<file path="config.mk">
export PLATFORM = sky130hd
export DESIGN_NAME = pipe_manager
export DESIGN_NICKNAME = d
export VERILOG_FILES = /design/src/rtl/pipe_manager.sv
export SDC_FILE = /design/constraint.sdc
export NUM_CORES = 1
export LEC_CHECK = 0
export ABC_AREA = 0
export CAP_MARGIN = 5
export CORE_MARGIN = 2
export CORE_UTILIZATION = 35
export DETAILED_ROUTE_END_ITERATION = 8
export SLEW_MARGIN = 25
export SYNTH_ARGS = -nofsm -noshare
export SYNTH_HDL_FRONTEND = slang
export SYNTH_SLANG_ARGS = --single-unit
</file>
<file path="constraint.sdc">
create_clock -name game_clk -period 4.8 [get_ports game_clk]
set_input_delay 0.96 -clock game_clk [delete_from_list [all_inputs] [get_ports game_clk]]
set_output_delay 0.96 -clock game_clk [all_outputs]
set_load 0.01 [all_outputs]
</file>
<file path="src/rtl/pipe_manager.sv">
// Flappy-bird game-state engine: pipe scrolling, gap heights, collision,
// scoring and the IDLE/PLAY/DEAD state machine on the game clock.
module pipe_manager #(
    parameter int SCREEN_W  = 640,
    parameter int SCREEN_H  = 480,
    parameter int PIPE_W    = 40,
    parameter int GAP_H     = 100,
    parameter int BIRD_SIZE = 10,
    parameter int Y_MIN     = 60,
    parameter int INIT_Y1   = 250,
    parameter int INIT_Y2   = 200,
    parameter logic [15:0] LFSR_SEED = 16'hACE1
) (
    input  logic        game_clk,
    input  logic        reset,
    input  logic        enable,
    input  logic        start,
    input  logic [10:0] bird_x,
    input  logic [10:0] bird_y,
    output logic [10:0] pipe1_x,
    output logic [10:0] pipe2_x,
    output logic [10:0] pipe1_y,
    output logic [10:0] pipe2_y,
    output logic [9:0]  score,
    output logic        playing,
    output logic        game_over
);

    typedef enum logic [1:0] {IDLE, PLAY, DEAD} state_t;

    localparam logic [10:0] X1_RST  = 11'(SCREEN_W / 2 - 1);
    localparam logic [10:0] X2_RST  = 11'(SCREEN_W - 1);
    localparam logic [10:0] Y1_RST  = 11'(INIT_Y1);
    localparam logic [10:0] Y2_RST  = 11'(INIT_Y2);
    localparam logic [10:0] Y_MIN11 = 11'(Y_MIN);
    localparam logic [11:0] BS_M1   = 12'(BIRD_SIZE - 1);
    localparam logic [11:0] PW      = 12'(PIPE_W);
    localparam logic [11:0] PW_M1   = 12'(PIPE_W - 1);
    localparam logic [11:0] GH_M1   = 12'(GAP_H - 1);
    localparam logic [11:0] FLOOR   = 12'(SCREEN_H);
    localparam logic [9:0]  SCORE_MAX = 10'd999;

    state_t      state, state_nx;
    logic [15:0] lfsr;
    logic [10:0] p1x_nx, p2x_nx, p1y_nx, p2y_nx;
    logic [9:0]  score_nx;
    logic [10:0] gap_y;
    logic [8:0]  r;
    logic        hit1, hit2, floor_hit, collide;
    logic        match1, match2;

    function automatic logic pipe_hit(input logic [10:0] bx, input logic [10:0] by,
                                      input logic [10:0] px, input logic [10:0] py);
        logic [11:0] bl, br, bt, bb, pl, pr, gt, gb;
        logic        x_ov, y_out;
        bl    = {1'b0, bx};
        br    = bl + BS_M1;
        bt    = {1'b0, by};
        bb    = bt + BS_M1;
        pl    = {1'b0, px};
        pr    = pl + PW_M1;
        gt    = {1'b0, py};
        gb    = gt + GH_M1;
        x_ov  = (bl <= pr) && (pl <= br);
        y_out = (bt < gt) || (bb > gb);
        return x_ov && y_out;
    endfunction

    assign r     = lfsr[8:0];
    assign gap_y = (r < 9'd320) ? Y_MIN11 + {2'b0, r}
                                : Y_MIN11 + {2'b0, r} - 11'd320;

    assign hit1      = pipe_hit(bird_x, bird_y, pipe1_x, pipe1_y);
    assign hit2      = pipe_hit(bird_x, bird_y, pipe2_x, pipe2_y);
    assign floor_hit = ({1'b0, bird_y} + BS_M1) >= FLOOR;
    assign collide   = hit1 || hit2 || floor_hit;

    assign match1 = ({1'b0, pipe1_x} + PW) == {1'b0, bird_x};
    assign match2 = ({1'b0, pipe2_x} + PW) == {1'b0, bird_x};

    always_comb begin
        state_nx = state;
        p1x_nx   = pipe1_x;
        p2x_nx   = pipe2_x;
        p1y_nx   = pipe1_y;
        p2y_nx   = pipe2_y;
        score_nx = score;
        unique case (state)
            IDLE: begin
                if (start) state_nx = PLAY;
            end
            PLAY: begin
                // collision freezes the world for this cycle
                if (collide) begin
                    state_nx = DEAD;
                end else if (enable) begin
                    if (pipe1_x == 11'd0) begin
                        p1x_nx = X2_RST;
                        p1y_nx = gap_y;
                    end else begin
                        p1x_nx = pipe1_x - 11'd1;
                    end
                    if (pipe2_x == 11'd0) begin
                        p2x_nx = X2_RST;
                        p2y_nx = gap_y;
                    end else begin
                        p2x_nx = pipe2_x - 11'd1;
                    end
                    if ((match1 || match2) && score != SCORE_MAX)
                        score_nx = score + 10'd1;
                end
            end
            DEAD: begin
                if (start) begin
                    state_nx = IDLE;
                    p1x_nx   = X1_RST;
                    p2x_nx   = X2_RST;
                    p1y_nx   = Y1_RST;
                    p2y_nx   = Y2_RST;
                    score_nx = 10'd0;
                end
            end
            default: state_nx = IDLE;
        endcase
    end

    always_ff @(posedge game_clk) begin
        if (reset) begin
            state   <= IDLE;
            lfsr    <= LFSR_SEED;
            pipe1_x <= X1_RST;
            pipe2_x <= X2_RST;
            pipe1_y <= Y1_RST;
            pipe2_y <= Y2_RST;
            score   <= 10'd0;
        end else begin
            state   <= state_nx;
            lfsr    <= {lfsr[14:0], lfsr[15] ^ lfsr[13] ^ lfsr[12] ^ lfsr[10]};
            pipe1_x <= p1x_nx;
            pipe2_x <= p2x_nx;
            pipe1_y <= p1y_nx;
            pipe2_y <= p2y_nx;
            score   <= score_nx;
        end
    end

    assign playing   = (state == PLAY);
    assign game_over = (state == DEAD);

endmodule
</file>
Word level (Yosys, flattened, before mapping)
Cells that the tools add are included.
{"block": "classes", "add_sub_neg": 13, "magnitude_cmp": 10, "n_eq_ne": 13, "n_mux": 30, "bitwise": 3, "reduce_logical": 19}
{"cell": "11-bit 2-to-1 mux", "count": 17}
{"cell": "11-bit case mux with 2 select lines", "count": 4}
{"cell": "11-bit by 6-bit adder with 12-bit output, second input constant", "count": 4}
{"cell": "11-bit by 12-bit less-or-equal comparator with 1-bit output", "count": 4}
{"cell": "10-bit 2-to-1 mux", "count": 4}
{"cell": "11-bit by 4-bit adder with 12-bit output, second input constant", "count": 2}
{"cell": "11-bit by 7-bit adder with 12-bit output, second input constant", "count": 2}
{"cell": "12-bit by 11-bit equality test with 1-bit output", "count": 2}
{"cell": "12-bit greater-than comparator", "count": 2}
{"cell": "11-bit zero test", "count": 2}
{"cell": "11-bit less-than comparator", "count": 2}
{"cell": "11-bit by 1-bit subtractor with 11-bit output, second input constant", "count": 2}
{"cell": "10-bit case mux with 2 select lines", "count": 1}
{"cell": "5-bit AND reduction", "count": 3}
{"cell": "12-bit by 9-bit greater-or-equal comparator with 1-bit output, second input constant", "count": 1}
{"cell": "10-bit by 9-bit subtractor with 11-bit output, second input constant", "count": 1}
{"cell": "10-bit by 1-bit adder with 10-bit output, second input constant", "count": 1}
{"cell": "6-bit by 9-bit adder with 10-bit output, first input constant", "count": 1}
{"cell": "10-bit inequality test, second input constant", "count": 1}
{"cell": "9-bit less-than comparator, second input constant", "count": 1}
{"cell": "2-bit by 1-bit inequality test with 1-bit output, second input constant", "count": 4}
{"cell": "2-bit inequality test, second input constant", "count": 4}
{"cell": "2-bit 2-to-1 mux", "count": 3}
{"cell": "2-bit case mux with 3 select lines", "count": 1}
{"cell": "9 further kinds", "count": 19}
{"block": "totals", "reg_bits": 72, "inputBits": 26, "out_inout_bits": 56, "elab_cells": 95}

Longest topological paths before layout
Gate-level depths: netlist (run 1).
{"block": "logic_depth", "word_depth": 8, "mapped_depth": 20, "mapped_depth_nobuf": 16}

Worst setup path before layout (run 1)
No wires, ideal clock.
{"block": "synth_path", "path_kind": "input to register", "startpoint": "input bird_x[5]", "endpoint": "register pipe2_y[8]", "arrival_ns": 4.320, "required_ns": 4.679, "slack_ns": 0.359, "cell_stages": 18, "n_path_buf": 4, "cell_sequence": "buf_2 > nand2_1 > nor2_1 > nand4_1 > xor2_1 > ha_1 > and3_1 > a221o_1 > a31oi_1 > o211ai_1 > o211a_1 > or4_4 > buf_6 > and3_4 > buf_6 > and2_4 > buf_6 > mux2_4"}
{"block": "synth_via", "elab_chain_cells": 8, "word_cells_on_any_way": 13, "classes_between": "add/sub: 1; order compare: 4; eq/ne: 1; reduce/logical: 7"}
{"element": "start: declaration", "line_no": "18", "rtl": "input logic [10:0] bird_x,"}
{"element": "11-bit by 4-bit adder with 12-bit output", "line_no": "57", "rtl": "br = bl + BS_M1;"}
{"element": "11-bit by 12-bit less-or-equal comparator with 1-bit output", "line_no": "64", "rtl": "x_ov = (bl <= pr) && (pl <= br);"}
{"element": "1-bit logical AND", "line_no": "64"}
{"element": "1-bit logical AND", "line_no": "66", "rtl": "return x_ov && y_out;"}
{"element": "1-bit logical OR (*) (2 in a row)", "line_no": "76", "rtl": "assign collide = hit1 || hit2 || floor_hit;"}
{"element": "2-bit inequality test (no line) (*)"}
{"element": "5-bit AND reduction (no line) (*)"}
{"element": "end signal: assignment", "line_no": "142", "rtl": "pipe2_y <= p2y_nx;"}
{"element": "end: declaration", "line_no": "23", "rtl": "output logic [10:0] pipe2_y,"}
Mark *: on every way between the ends. The rest lies on a longest branch, timed or not.
A chain may end at the register's enable or synchronous reset.

Worst setup path after layout (run 1)
{"block": "layout_path", "startpoint": "input bird_x[2]", "endpoint": "register pipe1_y[10]"}
{"block": "layout_via", "elab_chain_cells": 8, "word_cells_on_any_way": 13, "classes_between": "add/sub: 1; order compare: 4; eq/ne: 1; reduce/logical: 7"}
{"element": "11-bit by 4-bit adder with 12-bit output", "line_no": "57"}
{"element": "11-bit by 12-bit less-or-equal comparator with 1-bit output", "line_no": "64"}
{"element": "1-bit logical AND", "line_no": "64"}
{"element": "1-bit logical AND", "line_no": "66"}
{"element": "1-bit logical OR (*) (2 in a row)", "line_no": "76"}
{"element": "2-bit inequality test (no line) (*)"}
{"element": "5-bit AND reduction (no line) (*)"}
{"element": "end signal: assignment", "line_no": "141", "rtl": "pipe1_y <= p1y_nx;"}
{"element": "end: declaration", "line_no": "22", "rtl": "output logic [10:0] pipe1_y,"}
Marked as above.

==> impl_metrics.yaml, run 1 <==
yosys:
  syn_area_sq_mm: 0.00702
  yosys.area.top_type: "dfxtp_1"
  yosysTopAreaCellShare: 0.205
  synth_ff_type: "dfxtp_1"
  yosysSeqAreaShare: 0.205
  synth.area.top_cells: "dfxtp_1, ha_1, xnor2_1"
  async_flop_share: 0
  postSynthAreaPerCell_sq_um: 8.01
  synth_enable_flop_cells: 0
  ys_warn_count: 0
  ys_types: 76
  syn-num-nets: 998
  synthesis.instances: 877
  ys_seq_elements: 72
routing:
  vias: 6667
  drt_iter0_drc: 300
  ant_nets: 0
  wl_um: 20600
  wl_per_cell_um: 16.2
  drc: 0
  firstDrtPassIters: 5
  vias_per_cell: 5.26
place:
  dp.cells: 1252
  place.gp.congestion: 0.910
  hpwl_um: 16600
  portBuffers: 81
  dp_slack_ns: -0.207
critical_path:
  worst_setup_path_start_kind: "input port"
  endpoint_kind: "flip-flop"
  critPathKind: "input port to flip-flop"
  arrival_ns: 4.80
  rrSetupSlack_ns: 0.35
  crit_fanout: 6
  cp.required_ns: 5.02
timing:
  setup_ws_ns: 0.217
  period_needed_ns: 4.58
  fin_crit_sh: 0.955
  rsz0062_at_grt: "false"
  finalSetupViolCount: 0
  slew_headroom: 0.565
  hold_violations: 0
  skew_ns: 0.00613
  slew_viol_final: 0
  finalSetupTns_ns: 0
  max_freq_mhz: 218
  worstMarginPinSlew_ns: 0.651
grt:
  grt.total_usage: 0.192
  grt_pass1_wl_um: 33700
  grt_pass1_vias: 6555
  antenna_found_initial: 0
  overflow: 0
  grt_max_degree: 25
cells_and_area:
  area_growth_pct: 25.5
  final_util: 0.450
  fin_cells: 1268
  antenna_cells: 0
  nets: 1119
  drive_above_1_share: 0.113
cts:
  clk_path_buf_depth: 2
  cts.htree.levels: 3
  clkSinkCount: 72
  cts_buffers: 9
  clk_root_buffer_cell: "clkbuf_16"
  cts_tree: "built"
  insertion_delay_ns: 0.33
  clk_pin_slew_ns: 0.06
  post_cts.repair.setup_buffers: 0
floorplanning:
  row_count: 51
  core_sq_mm: 0.0196
  die_area_sq_mm: 0.0212
  io_pins: 82
  start_util: 0.358
  die_w_um: 146
  die_h_um: 146
run_status:
  status: "finished clean"
power:
  powerDensity_mw_per_mm2: 203
  power_frac_seq: 0.364
  combinationalPowerShare: 0.259
  finalPower_uw: 1790
  p_switching_uw: 517
  peakVddDrop_mv: 0.138
  switching_share: 0.289
  power.internal_uw: 1270
  pwr-share-clk: 0.377
  leakage_uw: 0.00377
worst_hold_path:
  hold_class: "flip-flop to flip-flop"
job:
  cap_violations: 0
path summary, 6_finish.rpt:
check	startpoint	end	depth (start not counted)
max	bird_x[2]	pipe1_y[10]	16
min	lfsr[14]	lfsr[15]	1
max reg2reg	pipe1_x[1]	pipe1_y[10]	17
min reg2reg	lfsr[14]	lfsr[15]	1
power by group through the flow:
stage               Clock, uW  Sequential [uW]  Combinational [uW]
floorplan                   0              646                 306
global route              708              656                 518
detailed placement          0              665                 459
global placement            0              665                 456
finish                    674              652                 463
CTS                       684              652                 463
sequential cells by signal, summed over array words and instances (netlist names):
signal   flops
lfsr        16
pipe1_y     11
pipe2_x     11
pipe2_y     11
score       10
pipe1_x     11
state        2
through the flow:
stage | instance area, sq um | hold slack [ns]
floorplan | 7020 | 0.389
global placement | 8500 | 0.393
detailed placement | 8500 | 0.403
CTS | 8800 | 0.412
global route | 8820 | 0.433
finish | 8820 | 0.411
placed cells by master, fill, tap and decap left out, types with 9 or more instances in the layout:
| master | n |
|---|---|
| a21oi_1 | 41 |
| a31oi_1 | 11 |
| and2_1 | 10 |
| and3_1 | 16 |
| buf_4 | 67 |
| clkbuf_16 | 9 |
| clkdlybuf4s50_1 | 79 |
| dfxtp_1 | 72 |
| ha_1 | 95 |
| inv_1 | 56 |
| mux2i_1 | 17 |
| nand2_1 | 67 |
| nand3_1 | 31 |
| nand4_1 | 18 |
| nor2_1 | 70 |
| nor2b_1 | 17 |
| nor3_1 | 21 |
| o21a_1 | 11 |
| o21ai_0 | 40 |
| o31ai_1 | 13 |
| or3_1 | 9 |
| xnor2_1 | 60 |
| xor2_1 | 30 |
cell families after synthesis:
family,after synthesis,share of synthesized area
AND/OR/NAND/NOR,305,0.221
AO/OA/AOI/OAI,193,0.190
adder cells (fa/ha/maj),97,0.172
buffers and inverters,95,0.0563
XOR/XNOR,93,0.122
flip-flops,72,0.205
multiplexers,22,0.0328
what timing repair did:
action                                  in CTS  in global routing
hold buffers                                 0                  0
resized for setup                            0                  4
endpoints found under the setup margin       0                 31
synth_stat cells, types with 4 or more instances:
cell type,count
o21a_1,11
a22o_1,8
or3_1,9
ha_1,95
o31ai_1,13
a2111oi_0,6
o21ai_0,40
and2_1,10
mux2_2,4
xnor2_1,60
nor2b_1,17
nand2b_1,8
xor2_1,30
clkbuf_1,25
inv_1,56
a21o_1,7
nand2_1,68
o2bb2ai_1,4
buf_2,9
o211ai_1,8
o2111ai_1,4
a31oi_1,11
nor4_1,7
and4_1,4
nand3_1,31
and3_1,16
nand4_1,18
a211oi_1,4
mux2i_1,17
a21oi_1,41
nor2_1,70
or2_2,7
nor3_1,22
dfxtp_1,72
routing by layer:
metal  global-route usage  routed length [um]
met1                0.256                9660
met2                0.330                9660
met3               0.0248                 802
met4               0.0495                 442
met5                    0                   0
worst max-delay path, stage by stage:
cell and delay (ns):
clkdlybuf4s50_1 0.48, buf_4 0.17, a21oi_2 0.19, nor3_1 0.09
xnor2_1 0.24, ha_1 0.29, and3_1 0.16, a221o_1 0.37
a31oi_1 0.15, o211ai_1 0.11, o211a_1 0.17, or4_4 0.58
and3_4 0.22, buf_4 0.13, a21oi_1 0.15, mux2_2 0.34
cell type report:
class / count / area, sq um
Clock buffer: 13 / 260
Clock inverter: 3 / 40.0
Fill cell: 1983 / 10800
Inverter: 56 / 210
Multi-Input combinational cell: 710 / 5190
Sequential cell: 72 / 1440
Tap cell: 265 / 332
Timing Repair Buffer: 149 / 1340
(Power assumes the default switching activity.)
==> run 2: changes to the inputs <==
--- a/config.mk
+++ b/config.mk
@@ -6,9 +6,10 @@
 export NUM_CORES = 1
 export LEC_CHECK = 0
 export ABC_AREA = 0
+export ABC_CLOCK_PERIOD_IN_PS = 4800
 export CAP_MARGIN = 5
 export CORE_MARGIN = 2
-export CORE_UTILIZATION = 35
+export CORE_UTILIZATION = 30
 export DETAILED_ROUTE_END_ITERATION = 8
 export SLEW_MARGIN = 25
 export SYNTH_ARGS = -nofsm -noshare
==> run 2 against run 1 <==
Effect of this change: clock power is 8.3% higher; critical path depth up 1; largest cell class unchanged; fmax rose by 0.72%; flip-flop and latch count did not move; critical endpoint is now pipe2_x[3]; combinational power about the same; largest power group unchanged; via count grew 0.49%.
==> impl_metrics.yaml, run 2 (synthesis gave the netlist of run 1 again) <==
timing:
  hold_violations: 0
  max_freq_mhz: 220
  period_needed_ns: 4.55
  fin_crit_sh: 0.948
  slew_viol_final: 0
  finalSetupViolCount: 0
  worstMarginPinSlew_ns: 0.875
  skew_ns: 0.00539
  finalSetupTns_ns: 0
  rsz0062_at_grt: "false"
  slew_headroom: 0.412
  setup_ws_ns: 0.250
cells_and_area:
  drive_above_1_share: 0.110
  nets: 1113
  area_growth_pct: 26.3
  layout_common_cells: "ha_1, clkdlybuf4s50_1, dfxtp_1"
  largest-register: "lfsr"
  final_common_cell: "ha_1"
  largest_register_ffs: 16
  antenna_cells: 0
routing:
  vias_per_cell: 5.11
  vias: 6700
  wl_um: 20600
  wl_per_cell_um: 15.7
  drc: 0
  drt_iter0_drc: 344
  firstDrtPassIters: 5
  ant_nets: 0
worst_hold_path:
  whs_path_depth: 1
  hold_class: "flip-flop to flip-flop"
power:
  leakage_uw: 0.00374
  peakVddDrop_mv: 0.211
  powerDensity_mw_per_mm2: 208
  finalPower_uw: 1850
place:
  hpwl_um: 16500
  portBuffers: 81
  place.gp.congestion: 0.882
  dp_slack_ns: -0.122
floorplanning:
  die_area_sq_mm: 0.0247
  row_count: 55
  die_w_um: 157
  io_pins: 82
  die_h_um: 157
  core_sq_mm: 0.0228
  start_util: 0.308
grt:
  grt.total_usage: 0.169
  grt_pass1_wl_um: 33500
  antenna_found_initial: 0
  grt_pass1_vias: 6543
  overflow: 0
  grt_max_degree: 26
critical_path:
  crit_fanout: 9
  worst_setup_path_start_kind: "input port"
  arrival_ns: 4.77
  endpoint_kind: "flip-flop"
  rr_worst_depth: 18
  critPathKind: "input port to flip-flop"
  cp.required_ns: 5.02
cts:
  cts_tree: "built"
  post_cts.repair.setup_buffers: 0
  insertion_delay_ns: 0.33
  clk_path_buf_depth: 2
  clkSinkCount: 72
  cts_hold_buffers: 0
  clk_pin_slew_ns: 0.06
  post_cts_resized: 0
  clk_root_buffer_cell: "clkbuf_16"
  cts_buffers: 9
  cts.htree.levels: 3
run_status:
  status: "finished clean"
job:
  cap_violations: 0
==> run 2: path summary, 6_finish.rpt <==
check | startpoint | endpoint | slack [ns]
max | bird_x[2] | pipe2_x[3] | 0.25
max reg2reg | pipe1_x[2] | pipe2_x[3] | 0.58
min | lfsr[14] | lfsr[15] | 0.41
min reg2reg | lfsr[14] | lfsr[15] | 0.41
==> run 2: where the power goes <==
part	total (uW)	internal [uW]	switching, uW
logic	463	225	239
registers	653	617	35.2
clock network	730	472	258
==> run 2: final cells by class <==
| class | count | area [sq um] |
|---|---|---|
| tap | 313 | 392 |
| clock buffer | 10 | 239 |
| timing repair buffer | 143 | 1290 |
| inverter | 56 | 210 |
| sequential | 72 | 1440 |
| fill | 2313 | 13900 |
| multi-input combinational | 710 | 5210 |
| clock inverter | 6 | 90.1 |
==> run 2: critical path, cell delays in order <==
cell             delay (ns)
clkdlybuf4s50_1        0.64
a31oi_2                0.14
nor2_1                 0.14
nand4_1                0.12
xor2_1                 0.21
ha_1                   0.27
and3_1                 0.18
a221o_1                0.36
a31oi_1                0.15
o211ai_1               0.11
o211a_1                0.18
or4_4                  0.56
buf_4                  0.16
a31oi_1                0.15
buf_4                  0.20
a21oi_1                0.05
o21a_1                 0.18
==> run 2: stage by stage <==
stage / hold WS [ns] / cell area [sq um] / utilization / cells
2_1_floorplan: 0.389 / 7020 / - / 877
3_3_place_gp: 0.398 / 8520 / 0.374 / 1294
3_5_place_dp: 0.401 / 8520 / 0.374 / 1294
4_1_cts: 0.413 / 8850 / 0.388 / 1310
5_1_grt: 0.422 / 8870 / 0.389 / 1310
6_report: 0.410 / 8870 / 0.389 / 1310
==> run 2: routing by layer <==
metal | wire length (um) | vias up | track usage
met1 | 9430 | 3164 | 0.211
met2 | 10100 | 125 | 0.305
met3 | 674 | 23 | 0.0223
met5 | 0 | - | 0
met4 | 342 | 0 | 0.0446
li1 | - | 3388 | -
